==> src/rtl/eqn_sweep_pkg.sv <==
// Shared types and constants for eqn_sweep: FSM state encoding, reset truth table, signature width.
package eqn_sweep_pkg;

   typedef enum logic [1:0] {
      IDLE  = 2'd0,
      SWEEP = 2'd1,
      DONE  = 2'd2
   } state_t;

   // Reset function Y = A&B | A&C over {A,B,C}
   localparam logic [7:0] TT_RESET_DEFAULT = 8'hE0;
   localparam int         SIG_W            = 8;

endpackage

==> src/rtl/eqn_tt_lookup.sv <==
// Combinational truth-table lookup: selects one bit of an NMT-entry table by an N_IN-bit index.
module eqn_tt_lookup #(
   parameter int N_IN = 3
) (
   input  logic [2**N_IN-1:0] tt,
   input  logic [N_IN-1:0]    sel,
   output logic               value
);

   assign value = tt[sel];

endmodule

==> src/rtl/eqn_sweep.sv <==
// Registered sum-of-products evaluator with a programmable truth table and exhaustive sweep engine.
// Optional macro EQN_SWEEP_SIG_EN adds an 8-bit rotating signature of the swept results.
module eqn_sweep
   import eqn_sweep_pkg::*;
#(
   parameter int                N_IN     = 3,
   parameter logic [2**N_IN-1:0] TT_RESET = (2**N_IN)'(TT_RESET_DEFAULT)
) (
   input  logic                 clk,
   input  logic                 rst_n,
   input  logic [N_IN-1:0]      in_vec,
   input  logic                 tt_load,
   input  logic [2**N_IN-1:0]   tt_data,
   input  logic                 start,
   output logic                 y,
   output logic                 busy,
   output logic                 sweep_valid,
   output logic [N_IN-1:0]      sweep_vec,
   output logic                 sweep_y,
   output logic                 done,
`ifdef EQN_SWEEP_SIG_EN
   output logic [SIG_W-1:0]     sig,
`endif
   output logic [N_IN:0]        ones_count
);

   localparam int NMT = 2**N_IN;

   state_t            state;
   state_t            state_next;
   logic [N_IN-1:0]   cnt;
   logic [NMT-1:0]    tt;
   logic              live_bit;
   logic              sweep_bit;
   logic              accept;
   logic              last;

   eqn_tt_lookup #(.N_IN(N_IN)) u_live (
      .tt    (tt),
      .sel   (in_vec),
      .value (live_bit)
   );

   eqn_tt_lookup #(.N_IN(N_IN)) u_sweep (
      .tt    (tt),
      .sel   (cnt),
      .value (sweep_bit)
   );

   // A load in the same IDLE cycle as start takes priority and suppresses the sweep
   assign accept = (state == IDLE) && start && !tt_load;
   assign last   = (cnt == N_IN'(NMT - 1));

   always_comb begin
      state_next = state;
      case (state)
         IDLE:    if (accept) state_next = SWEEP;
         SWEEP:   if (last)   state_next = DONE;
         DONE:    state_next = IDLE;
         default: state_next = IDLE;
      endcase
   end

   always_ff @(posedge clk or negedge rst_n) begin
      if (!rst_n) begin
         state       <= IDLE;
         tt          <= TT_RESET;
         cnt         <= '0;
         y           <= 1'b0;
         sweep_valid <= 1'b0;
         sweep_vec   <= '0;
         sweep_y     <= 1'b0;
         ones_count  <= '0;
`ifdef EQN_SWEEP_SIG_EN
         sig         <= '0;
`endif
      end else begin
         state       <= state_next;
         y           <= live_bit;
         sweep_valid <= (state == SWEEP);
         if ((state == IDLE) && tt_load) tt <= tt_data;
         if (accept) begin
            cnt        <= '0;
            ones_count <= '0;
`ifdef EQN_SWEEP_SIG_EN
            sig        <= '0;
`endif
         end
         if (state == SWEEP) begin
            sweep_vec  <= cnt;
            sweep_y    <= sweep_bit;
            ones_count <= ones_count + {{N_IN{1'b0}}, sweep_bit};
            cnt        <= cnt + 1'b1;
`ifdef EQN_SWEEP_SIG_EN
            sig        <= {sig[SIG_W-2:0], sig[SIG_W-1]} ^ {{(SIG_W-1){1'b0}}, sweep_bit};
`endif
         end
      end
   end

   assign busy = (state == SWEEP);
   assign done = (state == DONE);

endmodule
==> config.mk <==
export PLATFORM = sky130hd
export DESIGN_NAME = eqn_sweep
export DESIGN_NICKNAME = d
export VERILOG_FILES = /design/src/rtl/eqn_sweep_pkg.sv /design/src/rtl/eqn_tt_lookup.sv /design/src/rtl/eqn_sweep.sv
export SDC_FILE = /design/constraint.sdc
export NUM_CORES = 1
export LEC_CHECK = 0
export BUFFER_PORTS_ARGS = -buffer_cell sky130_fd_sc_hd__buf_2
export CAP_MARGIN = 5
export CORE_MARGIN = 2
export CORE_UTILIZATION = 45
export CTS_BUF_LIST = sky130_fd_sc_hd__clkbuf_2 sky130_fd_sc_hd__clkbuf_4 sky130_fd_sc_hd__clkbuf_8
export CTS_CLUSTER_DIAMETER = 120
export DETAILED_ROUTE_END_ITERATION = 6
export PLACE_DENSITY = 0.68
export SLEW_MARGIN = 20
export SYNTH_ARGS = -nofsm -noshare
export SYNTH_HDL_FRONTEND = slang
export SYNTH_SLANG_ARGS = --single-unit
==> constraint.sdc <==
create_clock -name clk -period 2.6 [get_ports clk]
set_input_delay 0.13 -clock clk [delete_from_list [all_inputs] [get_ports clk]]
set_output_delay 0.13 -clock clk [all_outputs]
set_load 0.01 [all_outputs]
# == Word-level counts from Yosys, hierarchy flattened ==
# Index checks and enable logic that the tools add are counted.
# classes
add_sub_neg,2
order_cmp,2
n_eq_ne,5
mux,11
n_reduce_logical,7
# ops
operator,n
$lt A3 B4 Y1 const B,2
$mux W4,2
$bmux W1 S3,2
$mux W3,2
$add A4 B1 Y4,1
$mux W2,2
$pmux W2 S2,1
$add A3 B1 Y3 const B,1
$eq A3 B3 Y1 const B,1
$logic_and A1 B1 Y1,3
$eq A2 B1 Y1 const B,1
$eq A2 B2 Y1 const B,1
$logic_not A2 Y1,1
$mux W1,2
$ne A2 B1 Y1 const B,1
$ne A2 B2 Y1 const B,1
$reduce_and A2 Y1,1
$reduce_bool A2 Y1,1
$logic_not A1 Y1,1
# word_totals
ff_bits,23
in_bits,15
output_inout_bits,12
elab_cells,35

# == Longest topological paths before layout ==
# depth
ltp_word,5
depth_mapped,8
ltp_nobuf,7

# == Cells and area by module ==
# Synthesis repeated with hierarchy kept, for this count alone.
# hier_totals
hier_cells,66
hier_area_um2,1081.0
# by_module_without_submodules
module,instances,cells_per_inst,area_per_inst_um2,seq_area_each_um2
eqn_sweep,1,60,953.4,579.3
eqn_tt_lookup,2,3,63.8,0.0

# == Worst setup path before layout ==
# OpenSTA, ideal clock, no wires.
# synth_path
kind,reg2reg
startpoint,reg cnt[0]
endpoint,reg ones_count[2]
setup_time_ns,0.121
arrival_time_ns,1.906
required_ns,2.479
setup_slack_ns,0.573
stages_incl_launch_ff,9
n_path_buf,1
synth_period_minus_slack_ns,2.027
path_cell_list,dfrtp_1 buf_6 mux2i_1 mux4_2 inv_1 ha_1 ha_1 mux2_2 a22o_1
# synth_via
elab_chain_len,4
# synth_lines
item,line,text
start: declaration,eqn_sweep.sv:31,logic [N_IN-1:0] cnt;
start signal: assignment,eqn_sweep.sv:93,cnt <= cnt + 1'b1;
$bmux W1 S3,eqn_tt_lookup.sv:10,assign value = tt[sel];
$mux W1 (implied by the code),eqn_tt_lookup.sv:10,
via sweep_bit,eqn_sweep.sv:34,logic sweep_bit;
$add A4 B1 Y4,eqn_sweep.sv:92,"ones_count <= ones_count + {{N_IN{1'b0}}, sweep_bit};"
$mux W4,eqn_sweep.sv:89,if (state == SWEEP) begin
end signal: assignment,eqn_sweep.sv:92,
end: declaration,eqn_sweep.sv:24,output logic [N_IN:0] ones_count
# The timed path passes the listed nets, and every way through them passes these cells. The select of a mux whose other input is x is not followed.
# A chain may end at the register's enable or synchronous reset.

# == Worst setup path in the final report ==
# Ends and elaborated chain as after synthesis.

==> impl_metrics.py <==
metrics = {
    "route": {
        "ant_nets": 0,
        "num_vias": 671,
        "drtIter0Drc": 1,
        "post_drt_wl_per_cell_um": 13.95,
        "viasPerCell": 5.202,
        "drt-total-wl_um": 1799,
        "route.detailed.drc": 0,
        "first_pass_iters": 4,
    },
    "final_layout": {
        "nNetsFinal": 121,
        "finalNonFillerCells": 129,
        "register_area_um2": 579.3,
        "antenna_cells": 0,
        "multi_input_area_um2": 473.0,
        "areaGrowthSynthToFinish_pct": 16.34,
        "drive_gt1_share_pct": 52.48,
        "fillers": 193,
    },
    "global_route": {
        "globalRouteOverflowTotal": 0,
        "grt_pass1_wl_um": 2801,
        "grt_usage_pct": 14.22,
        "grt_antenna_before_repair": 0,
        "grt_pass1_vias": 613,
        "grt_max_degree": 24,
    },
    "pwr": {
        "power_switching_mw": 0.5180,
        "p_leak_nw": 0.6095,
        "power_density_mw_per_mm2": 1206,
        "clockPowerShare_pct": 11.4,
        "internal_power_mw": 1.008,
        "ir_drop_mv": 0.6391,
        "pwr-share-comb_pct": 42.5,
        "pwr-share-seq_pct": 46.0,
        "swShare_pct": 33.96,
    },
    "place": {
        "placedCellCount": 124,
        "hpwl_um": 1338,
        "portBuffers": 26,
        "place.gp.congestion": 0.7189,
    },
    "cts": {
        "worstSkewPairLatency_ns": 0.30,
        "cts-resized-gates": 0,
        "cts_buffers": 3,
        "cts_setup_buffers": 0,
        "cts_root_buffer": "clkbuf_4",
        "htreeDepth": 1,
        "cts.sinks": 23,
        "cts_buffer_depth": 2,
        "clk_pin_slew_ns": 0.13,
        "cts_tree": "built",
    },
    "worst_setup_path": {
        "crit_required_ns": 2.80,
        "cp-start-kind": "register",
        "cp.arrival_ns": 2.34,
        "crit_start": "cnt[0]$_DFFE_PN0P_",
        "cp_max_fo": 7,
        "r2r-start": "cnt[0]$_DFFE_PN0P_",
        "worst_r2r_path_depth": 7,
        "cp-end-kind": "register",
        "crit_type": "register to register",
    },
    "timing": {
        "setup_viol": 0,
        "finalHoldViolCount": 0,
        "finalClockSkew_ns": 0.008075,
        "min_period_ns": 2.140,
        "slew_headroom_pct": 64.22,
        "setup_tns_ns": 0,
        "worst_pin_slew_ns": 0.5355,
        "timing.final.crit_share_pct": 82.30,
        "drv_slew": 0,
        "fmaxAchievable_ghz": 0.4673,
        "rsz0062_at_grt": "false",
    },
    "logic_synthesis": {
        "yosys-top-cells-area": "dfrtp_1 (46%), mux2_2 (16%), dfstp_2 (7.2%), mux4_2 (6.2%), a22o_1 (4.8%)",
        "synth_seq_cells": 23,
        "synthAdderAreaFrac_pct": 4.603,
        "synth_compound_area_share_pct": 5.984,
        "synthDistinctLibCells": 19,
        "synth_top_family_by_area": "multiplexers",
        "yosys.area.top_type_share_pct": 46.03,
        "synth_top_area_cell": "dfrtp_1",
        "synth_nets": 92,
        "synthXorXnorAreaFrac_pct": 0,
        "syn_avg_cell_area_um2": 14.89,
        "synthMuxAreaShare_pct": 26.35,
        "ys_seq_area_share_pct": 53.28,
        "netlist_instances": 73,
        "yosys_warnings": 0,
        "syn-cell-area_mm2": 0.001087,
        "synth-simple-area-share_pct": 6.559,
    },
    "floorplan": {
        "die_x_um": 53.16,
        "die_h_um": 53.16,
        "core_mm2": 0.002255,
        "rows": 17,
        "io_pins": 27,
        "start_util_pct": 48.22,
        "dieArea_mm2": 0.002825,
    },
    "flow_run": {
        "cap_violations": 0,
    },
    "hold_path": {
        "hp-class": "input pin to register",
        "min_path_cells": 2,
        "worstHoldStart": "tt_data[3]",
    },
    "outcome": {
        "status": "finished clean",
    },
}
==> logic make-up after synthesis <==
| family | Yosys count |
|---|---|
| buffers and inverters | 5 |
| and+or+nand+nor | 10 |
| DFF | 23 |
| muxes | 23 |
| adders and majority gates | 4 |
| AOI/OAI and AO/OA | 8 |
==> layout make-up <==
cell class                 count  share of cell area, %
clock buffer                   4                  2.374
inverter                       2                 0.5935
multi-input combinational     45                  37.39
sequential                    23                  45.80
tap                           28                  2.770
timing repair buffer          27                  11.08
==> synthesized netlist by cell type, drive strengths merged <==
| cell type | number |
|---|---|
| nor2 | 2 |
| o21bai | 1 |
| dfrtp | 20 |
| ha | 4 |
| a22o | 6 |
| nor3b | 1 |
| dfstp | 3 |
| nand3 | 1 |
| a21oi | 1 |
| mux2 | 15 |
| inv | 2 |
| nand2b | 2 |
| nor2b | 3 |
| buf | 2 |
| clkbuf | 1 |
| mux2i | 5 |
| mux4 | 3 |
| and2 | 1 |
==> placed cells by master, fill, tap and decap left out <==
cell | Yosys | final
buf_2 | 0 | 26
dfrtp_1 | 20 | 20
mux2_2 | 15 | 15
a22o_1 | 6 | 6
mux2i_1 | 5 | 5
ha_1 | 4 | 4
clkbuf_4 | 0 | 4
mux4_2 | 3 | 3
dfstp_2 | 3 | 3
inv_1 | 2 | 2
nor2b_1 | 2 | 2
nor2_1 | 2 | 2
nand2b_1 | 2 | 2
nor2b_2 | 1 | 1
o21bai_1 | 1 | 1
nand3_1 | 1 | 1
and2_1 | 1 | 1
nor3b_4 | 1 | 1
a21oi_1 | 1 | 1
dlygate4sd3_1 | 0 | 1
==> what timing repair did <==
| item | 4_1_cts | 5_1_grt |
|---|---|---|
| endpoints found under the hold margin | 20 | 0 |
| endpoints found under the setup margin | 0 | 0 |
| hold buffers | 1 | 0 |
==> worst max-delay path, stage by stage, from the launching register on <==
cell and delay (ns):
dfrtp_1 0.50, mux2i_1 0.16, mux4_2 0.49, inv_1 0.07, ha_1 0.16, ha_1 0.15, mux2_2 0.33, a22o_1 0.18
==> power by group through the flow <==
stage,registers [mW],clock network [mW],logic [mW]
detailed placement,0.713,0,0.660
global placement,0.707,0,0.643
global route,0.733,0.192,0.724
finish,0.702,0.174,0.649
floorplan,0.682,0,0.530
CTS,0.706,0.180,0.662
==> metal layers <==
layer,global-route usage [%],wire length (um),vias to the layer above
met1,18.42,797,332
li1,-,-,323
met2,23.75,915,14
met5,0,0,-
met3,2.542,70,2
met4,5.128,15,0
==> through the flow <==
stage / area, um^2 / setup WS [ns] / utilization (%) / power [mW] / hold WS (ns)
6_report: 1265 / 0.4602 / 56.10 / 1.526 / 0.04542
5_1_grt: 1265 / 0.3609 / 56.10 / 1.649 / 0.03974
4_1_cts: 1265 / 0.4545 / 56.10 / 1.548 / 0.03953
3_5_place_dp: 1225 / 0.4805 / 54.33 / 1.374 / 0.1306
3_3_place_gp: 1225 / 0.5359 / 54.33 / 1.350 / 0.1263
2_1_floorplan: 1087 / 0.5732 / - / 1.213 / -0.1656
==> flip-flops by register name (all words and copies together), names as in the netlist <==
register,cells
cnt,3
ones_count,4
state,2
sweep_valid,1
sweep_vec,3
sweep_y,1
tt,8
y,1
==> final timing paths <==
check,endpoint,slack (ns)
max,ones_count[2]$_DFFE_PN0P_,0.46
min,tt[3]$_DFFE_PN0P_,0.05
max in group asynchronous,tt[6]$_DFFE_PN1P_,1.94
min in group asynchronous,sweep_y$_DFFE_PN0P_,0.31
max reg2reg,ones_count[2]$_DFFE_PN0P_,0.46
min reg2reg,sweep_vec[2]$_DFFE_PN0P_,0.51
(Power assumes the default switching activity.)
